`src/rtl/vga_timing_gen.sv`:
```
// VGA raster timing generator: pixel/line counters, sync, blanking, strobes.
// Ports: clk, rst (async, active-high), ce, restart -> hpos, vpos, hsync,
//        vsync, display_on, line_start, frame_start, frame_count.
module vga_timing_gen #(
    parameter int H_ACTIVE  = 640,
    parameter int H_FP      = 16,
    parameter int H_SYNC    = 96,
    parameter int H_BP      = 48,
    parameter int V_ACTIVE  = 480,
    parameter int V_FP      = 10,
    parameter int V_SYNC    = 2,
    parameter int V_BP      = 33,
    parameter int HSYNC_POL = 0,
    parameter int VSYNC_POL = 0,
    parameter int FRAME_W   = 8,
    localparam int H_TOTAL  = H_ACTIVE + H_FP + H_SYNC + H_BP,
    localparam int V_TOTAL  = V_ACTIVE + V_FP + V_SYNC + V_BP,
    localparam int HW       = $clog2(H_TOTAL),
    localparam int VW       = $clog2(V_TOTAL)
) (
    input  logic               clk,
    input  logic               rst,
    input  logic               ce,
    input  logic               restart,
    output logic [HW-1:0]      hpos,
    output logic [VW-1:0]      vpos,
    output logic               hsync,
    output logic               vsync,
    output logic               display_on,
    output logic               line_start,
    output logic               frame_start,
    output logic [FRAME_W-1:0] frame_count
);

    if (H_ACTIVE < 1 || H_FP < 1 || H_SYNC < 1 || H_BP < 1 ||
        V_ACTIVE < 1 || V_FP < 1 || V_SYNC < 1 || V_BP < 1 ||
        FRAME_W < 1) begin : g_bad_param
        $error("vga_timing_gen: timing parameters must be >= 1");
    end

    localparam logic [HW-1:0] H_LAST = HW'(H_TOTAL - 1);
    localparam logic [VW-1:0] V_LAST = VW'(V_TOTAL - 1);
    localparam int HS_START = H_ACTIVE + H_FP;
    localparam int HS_END   = H_ACTIVE + H_FP + H_SYNC;
    localparam int VS_START = V_ACTIVE + V_FP;
    localparam int VS_END   = V_ACTIVE + V_FP + V_SYNC;
    localparam logic HS_ACT = (HSYNC_POL != 0);
    localparam logic VS_ACT = (VSYNC_POL != 0);

    logic [HW-1:0] h_nxt;
    logic [VW-1:0] v_nxt;
    logic          ls_nxt;
    logic          fs_nxt;
    logic          fc_inc;
    logic          h_wrap;
    logic          v_wrap;

    // Next position and strobes; sync/blank below are derived from the
    // next position so the registered outputs line up with hpos/vpos.
    always_comb begin
        h_nxt  = hpos;
        v_nxt  = vpos;
        ls_nxt = 1'b0;
        fs_nxt = 1'b0;
        fc_inc = 1'b0;
        h_wrap = (hpos == H_LAST);
        v_wrap = (vpos == V_LAST);
        if (restart) begin
            h_nxt  = '0;
            v_nxt  = '0;
            ls_nxt = 1'b1;
            fs_nxt = 1'b1;
        end else if (ce) begin
            if (h_wrap) begin
                h_nxt  = '0;
                ls_nxt = 1'b1;
                if (v_wrap) begin
                    v_nxt  = '0;
                    fs_nxt = 1'b1;
                    fc_inc = 1'b1;
                end else begin
                    v_nxt = vpos + 1'b1;
                end
            end else begin
                h_nxt = hpos + 1'b1;
            end
        end
    end

    logic hs_nxt;
    logic vs_nxt;
    logic de_nxt;

    always_comb begin
        hs_nxt = ~HS_ACT;
        vs_nxt = ~VS_ACT;
        if (32'(h_nxt) >= HS_START && 32'(h_nxt) < HS_END)
            hs_nxt = HS_ACT;
        if (32'(v_nxt) >= VS_START && 32'(v_nxt) < VS_END)
            vs_nxt = VS_ACT;
        de_nxt = (32'(h_nxt) < H_ACTIVE) && (32'(v_nxt) < V_ACTIVE);
    end

    always_ff @(posedge clk or posedge rst) begin
        if (rst) begin
            hpos        <= '0;
            vpos        <= '0;
            hsync       <= ~HS_ACT;
            vsync       <= ~VS_ACT;
            display_on  <= 1'b1;
            line_start  <= 1'b0;
            frame_start <= 1'b0;
            frame_count <= '0;
        end else begin
            hpos        <= h_nxt;
            vpos        <= v_nxt;
            hsync       <= hs_nxt;
            vsync       <= vs_nxt;
            display_on  <= de_nxt;
            line_start  <= ls_nxt;
            frame_start <= fs_nxt;
            if (fc_inc)
                frame_count <= frame_count + 1'b1;
        end
    end

endmodule

```
`config.mk`:
```
export PLATFORM = sky130hd
export DESIGN_NAME = vga_timing_gen
export DESIGN_NICKNAME = d
export VERILOG_FILES = /design/src/rtl/vga_timing_gen.sv
export SDC_FILE = /design/constraint.sdc
export NUM_CORES = 1
export LEC_CHECK = 0
export ABC_CLOCK_PERIOD_IN_PS = 6750
export CAP_MARGIN = 20
export CORE_MARGIN = 2
export CORE_UTILIZATION = 54
export DETAILED_ROUTE_END_ITERATION = 8
export GPL_TIMING_DRIVEN = 0
export PLACE_DENSITY = 0.84
export SLEW_MARGIN = 20
export SYNTH_ARGS = -nofsm -noshare
export SYNTH_HDL_FRONTEND = slang
export SYNTH_SLANG_ARGS = --single-unit
```
`constraint.sdc`:
```
create_clock -name clk -period 6.75 [get_ports clk]
set_input_delay 1.35 -clock clk [delete_from_list [all_inputs] [get_ports clk]]
set_output_delay 1.35 -clock clk [all_outputs]
set_load 0.02 [all_outputs]
```
# Word-level counts from Yosys, hierarchy flattened
# Index checks and enable logic that the tools add are counted.
dict set report word_totals {
  ff_bits 33
  out_inout_bits 33
  word_cells 39
}
dict set report op_classes {
  addsub 3
  magnitude_cmp 6
  n_eq_ne 2
  n_mux 17
  n_reduce_logical 3
}
# op n
set op_table {}
lappend op_table {{$mux 10} 7}
lappend op_table {{$add 10x1->10 const B} 2}
lappend op_table {{$eq 10x10->1 const B} 2}
lappend op_table {{$lt 10x10->1 const B} 2}
lappend op_table {{$lt 10x9->1 const B} 2}
lappend op_table {{$ge 10x10->1 const B} 1}
lappend op_table {{$ge 10x9->1 const B} 1}
lappend op_table {{$mux 1} 10}
lappend op_table {{$add 8x1->8 const B} 1}
lappend op_table {{$logic_and 1x1->1} 3}

# Logic depth before layout (Yosys ltp)
dict set report depth {
  ltp_word 8
  ltp_mapped 9
}

# Least setup slack after synthesis
# OpenSTA, ideal clock, no wires.
dict set report synth_timing {
  path_kind {input-to-reg}
  startpoint {input ce}
  endpoint {register frame_count[5]}
  t_arrival_ps 2870
  required_time_ps 6670
  path_slack_ps 3801
  path_stages 7
  n_path_buf 1
  path_cell_list {nand3_2 > or4_1 > buf_6 > nor3_4 > nand4_1 > nor2_1 > xor2_1}
}
dict set report synth_via {
  elab_chain_len 2
}
# item line
set synth_rtl {}
lappend synth_rtl {{start, declared} 23} ;# input logic ce,
lappend synth_rtl {{$mux 1} 73} ;# end else if (ce) begin
lappend synth_rtl {{$mux 1} 68} ;# if (restart) begin
lappend synth_rtl {{end signal, assigned} 123} ;# frame_count <= frame_count + 1'b1;
lappend synth_rtl {{end, declared} 32} ;# output logic [FRAME_W-1:0] frame_count
# No other way between the ends.
# A chain may end at the register's enable or synchronous reset.

# Worst setup path in the final report
dict set report layout_timing {
  startpoint {input ce}
  endpoint {register vsync}
}
dict set report layout_via {
  elab_chain_len 5
  elab_cells_between_ends 6
  cone_classes {order compare: 2; mux: 3; reduce/logical: 1}
}
# item line
set layout_rtl {}
lappend layout_rtl {{$mux 10 *} 73}
lappend layout_rtl {{$mux 10 *} 68}
lappend layout_rtl {{$ge 10x9->1 or $lt 10x9->1 (tied branches)} 99} ;# if (32'(v_nxt) >= VS_START && 32'(v_nxt) < VS_END)
lappend layout_rtl {{$logic_and 1x1->1 *} 99}
lappend layout_rtl {{$mux 1 *} 99}
lappend layout_rtl {{net vs_nxt} 91} ;# logic vs_nxt;
lappend layout_rtl {{end signal, assigned} 109} ;# vsync <= ~VS_ACT;
lappend layout_rtl {{end signal, assigned} 118} ;# vsync <= vs_nxt;
lappend layout_rtl {{end, declared} 28} ;# output logic vsync,
# Mark *: on every way through the listed nets, which the timed path passes. The rest lies on a longest branch.

==> impl_metrics.yaml <==
status:
  status: "finished clean"
worst_setup_path:
  cp.buffers_inverters: 2
  worst_setup_path_end_kind: "register"
  startpoint_type: "input pin"
  critPathMaxFanout: 7
  required_ns: 7.00
  worstSetupPathType: "in -> reg"
  path_delay_family: "simple AND/OR/NAND/NOR gates"
  slowest_stage: "clkdlybuf4s50_1"
  crit_chain: "clkdlybuf4s50_1 -> nand3_2 -> or4_1 -> buf_6 -> nor3_4 -> xnor2_1 -> nor4b_2 -> nand4_1"
  cpPeakStageDelay_ns: 0.60
  arrival_ns: 3.68
clock_tree:
  cts_resized: 0
  htree_levels: 2
  postCtsSetupRepairBufs: 0
  cts_buffers: 5
  clk_latency_ns: 0.34
  postCtsHoldBufs: 0
  cts_buffer_depth: 2
  cts-root-buf: "clkbuf_4"
  clock-sinks: 33
  cts_tree: "done"
  path_clk_slew_ns: 0.10
sta:
  worst_slew_pin_slew_ns: 0.689
  max_freq_mhz: 292
  fin_crit_sh_pct: 50.8
  skew_ns: 0.00797
  setup_tns_ns: 0
  slew_headroom_pct: 53.7
  setup-violations-final: 0
  report.final.slew_viol_count: 0
  hold_viol: 0
  finalCriticalPeriod_ns: 3.43
  rsz0062_at_grt: "false"
yosys:
  ys_warn_count: 0
  async_flop_share_pct: 100
  netlist_top_cells_count: "30 x dfrtp_1, 24 x nor2_1, 18 x nand2_1"
  synth-edff-count: 0
  synth_area_um2: 1750
  synth.most_common_cell: "dfrtp_1"
  ys_ff_latch: 33
  ys.flop_type: "dfrtp_1"
  yosys.cell_types.count: 43
  syn-num-nets: 187
  synth_cells: 179
  yosysTopAreaCell: "dfrtp_1"
  synth_top_area_share_pct: 42.9
  synth.avg_cell_area_um2: 9.78
  synth_area_leaders: "dfrtp_1 43%, xnor2_1 6.5%, xor2_1 5.5%, nor2_1 5.1%, dfstp_2 4.5%"
  seq_area_frac_synth_pct: 47.4
place:
  place.gp.congestion: 0.922
  placed_area_um2: 2170
  placed_cells: 259
  place_hpwl_mm: 2.71
  port_buffers: 36
grt:
  grt_pass1_wl_mm: 6.47
  grt_max_degree: 34
  antenna_found_initial: 0
  grt_use_total_pct: 23.5
  overflow: 0
  grt_pass1_vias: 1477
layout:
  register_area_um2: 830
  stdcell_area_um2: 2270
  final_util_pct: 73.7
  drive_gt1_share_pct: 10.3
  synthToLayoutAreaGrowth_pct: 29.6
  multi_input_area_um2: 855
  fin_nets: 230
  nFillCells: 234
  fin_cells: 267
  n_antenna_cell: 0
drt:
  wl_per_cell_um: 14.4
  drc_errors: 0
  ant_nets: 0
  route.vias.total: 1516
  vias_per_cell: 5.68
  drt_wl_total_mm: 3.84
  dr.pass1.iters: 4
  drtIter0Drc: 114
power:
  peakVddDrop_mv: 0.125
  leakage_nw: 0.915
  power_density_nw_per_um2: 178
floorplanning:
  start_util_pct: 56.9
  core-area_um2: 3080
  io_pins: 37
  die_w_um: 60.9
  die_y_um: 60.9
  dieArea_um2: 3710
  fp-row-count: 20
run:
  drv_cap: 0
worst_hold_path:
  hold_class: "reg -> reg"
## worst reg2reg max path: cells and delay by family (launching register included)
family                   cells  cell delay (ns)
AND/OR/NAND/NOR              5             1.38
buffers and inverters        1             0.16
flip-flops                   1             0.45
adder cells (fa/ha/maj)      1             0.32
XOR/XNOR                     1             0.11
## cells in the final DEF, fill, tap and decap left out, types with 3 or more instances in the layout
cell type,count
nor3_1,4
nand3_1,6
dfstp_2,3
clkbuf_1,4
nand4_1,12
nand2_1,18
xor2_1,11
clkdlybuf4s50_1,36
clkbuf_4,5
ha_1,4
xnor2_1,13
inv_1,7
nor2_1,24
a21oi_1,5
dfrtp_1,30
## final timing paths
| check | slack (ns) | endpoint | start | depth (start not counted) |
|---|---|---|---|---|
| max in group asynchronous | 4.89 | hpos[2] | rst | 2 |
| min in group asynchronous | 1.42 | frame_count[6] | rst | 2 |
| hold / removal | 0.48 | frame_count[7] | frame_count[7] | 1 |
| hold reg to reg | 0.48 | frame_count[7] | frame_count[7] | 1 |
| setup / recovery | 3.32 | vsync | ce | 8 |
| setup reg to reg | 4.25 | vsync | hpos[0] | 8 |
## stage by stage
stage | hold slack, ns | worst slack, ns | total power [mW]
4_1_cts | 0.480 | 3.32 | 0.407
2_1_floorplan | 0.578 | 3.80 | 0.215
3_3_place_gp | 0.457 | 3.04 | 0.224
3_5_place_dp | 0.466 | 2.97 | 0.225
6_report | 0.475 | 3.32 | 0.404
5_1_grt | 0.503 | 3.11 | 0.419
## per-layer routing
layer	part of all wire [%]	global-route usage, %	up-vias	wire [um]
met1	41	28.5	726	1560
met4	2.0	9.32	0	78
met2	51	39.8	70	1970
met3	5.9	6.40	12	226
li1	-	-	708	-
met5	0	0	-	0
## logic make-up (layout without fill, tap and decap cells)
logic type	after synthesis	count (layout)	share of synthesized area (%)
flip-flops	33	33	47.4
AO/OA/AOI/OAI	16	16	5.93
XOR/XNOR	24	24	12.0
multiplexers	1	1	0.643
buffers and inverters	15	59	3.79
AND/OR/NAND/NOR	86	86	27.4
adder cells (fa/ha/maj)	4	4	2.86
## sequential cells by signal, indices dropped and copies added (netlist names)
name	flops
line_start	1
vsync	1
vpos	10
hpos	10
frame_count	8
frame_start	1
hsync	1
display_on	1
## where the power goes
part,switching (mW),internal (mW)
sequential,0.00205,0.199
combinational,0.0121,0.00720
clock,0.0691,0.115
## cell type report
type | count | area share (%)
buffer | 7 | 1.60
clock buffer | 5 | 1.65
clock inverter | 3 | 2.87
inverter | 8 | 1.32
multi-input combinational | 131 | 37.7
sequential | 33 | 36.6
tap | 44 | 2.43
timing repair buffer | 36 | 15.9
Power figures use the tool's default switching activity.
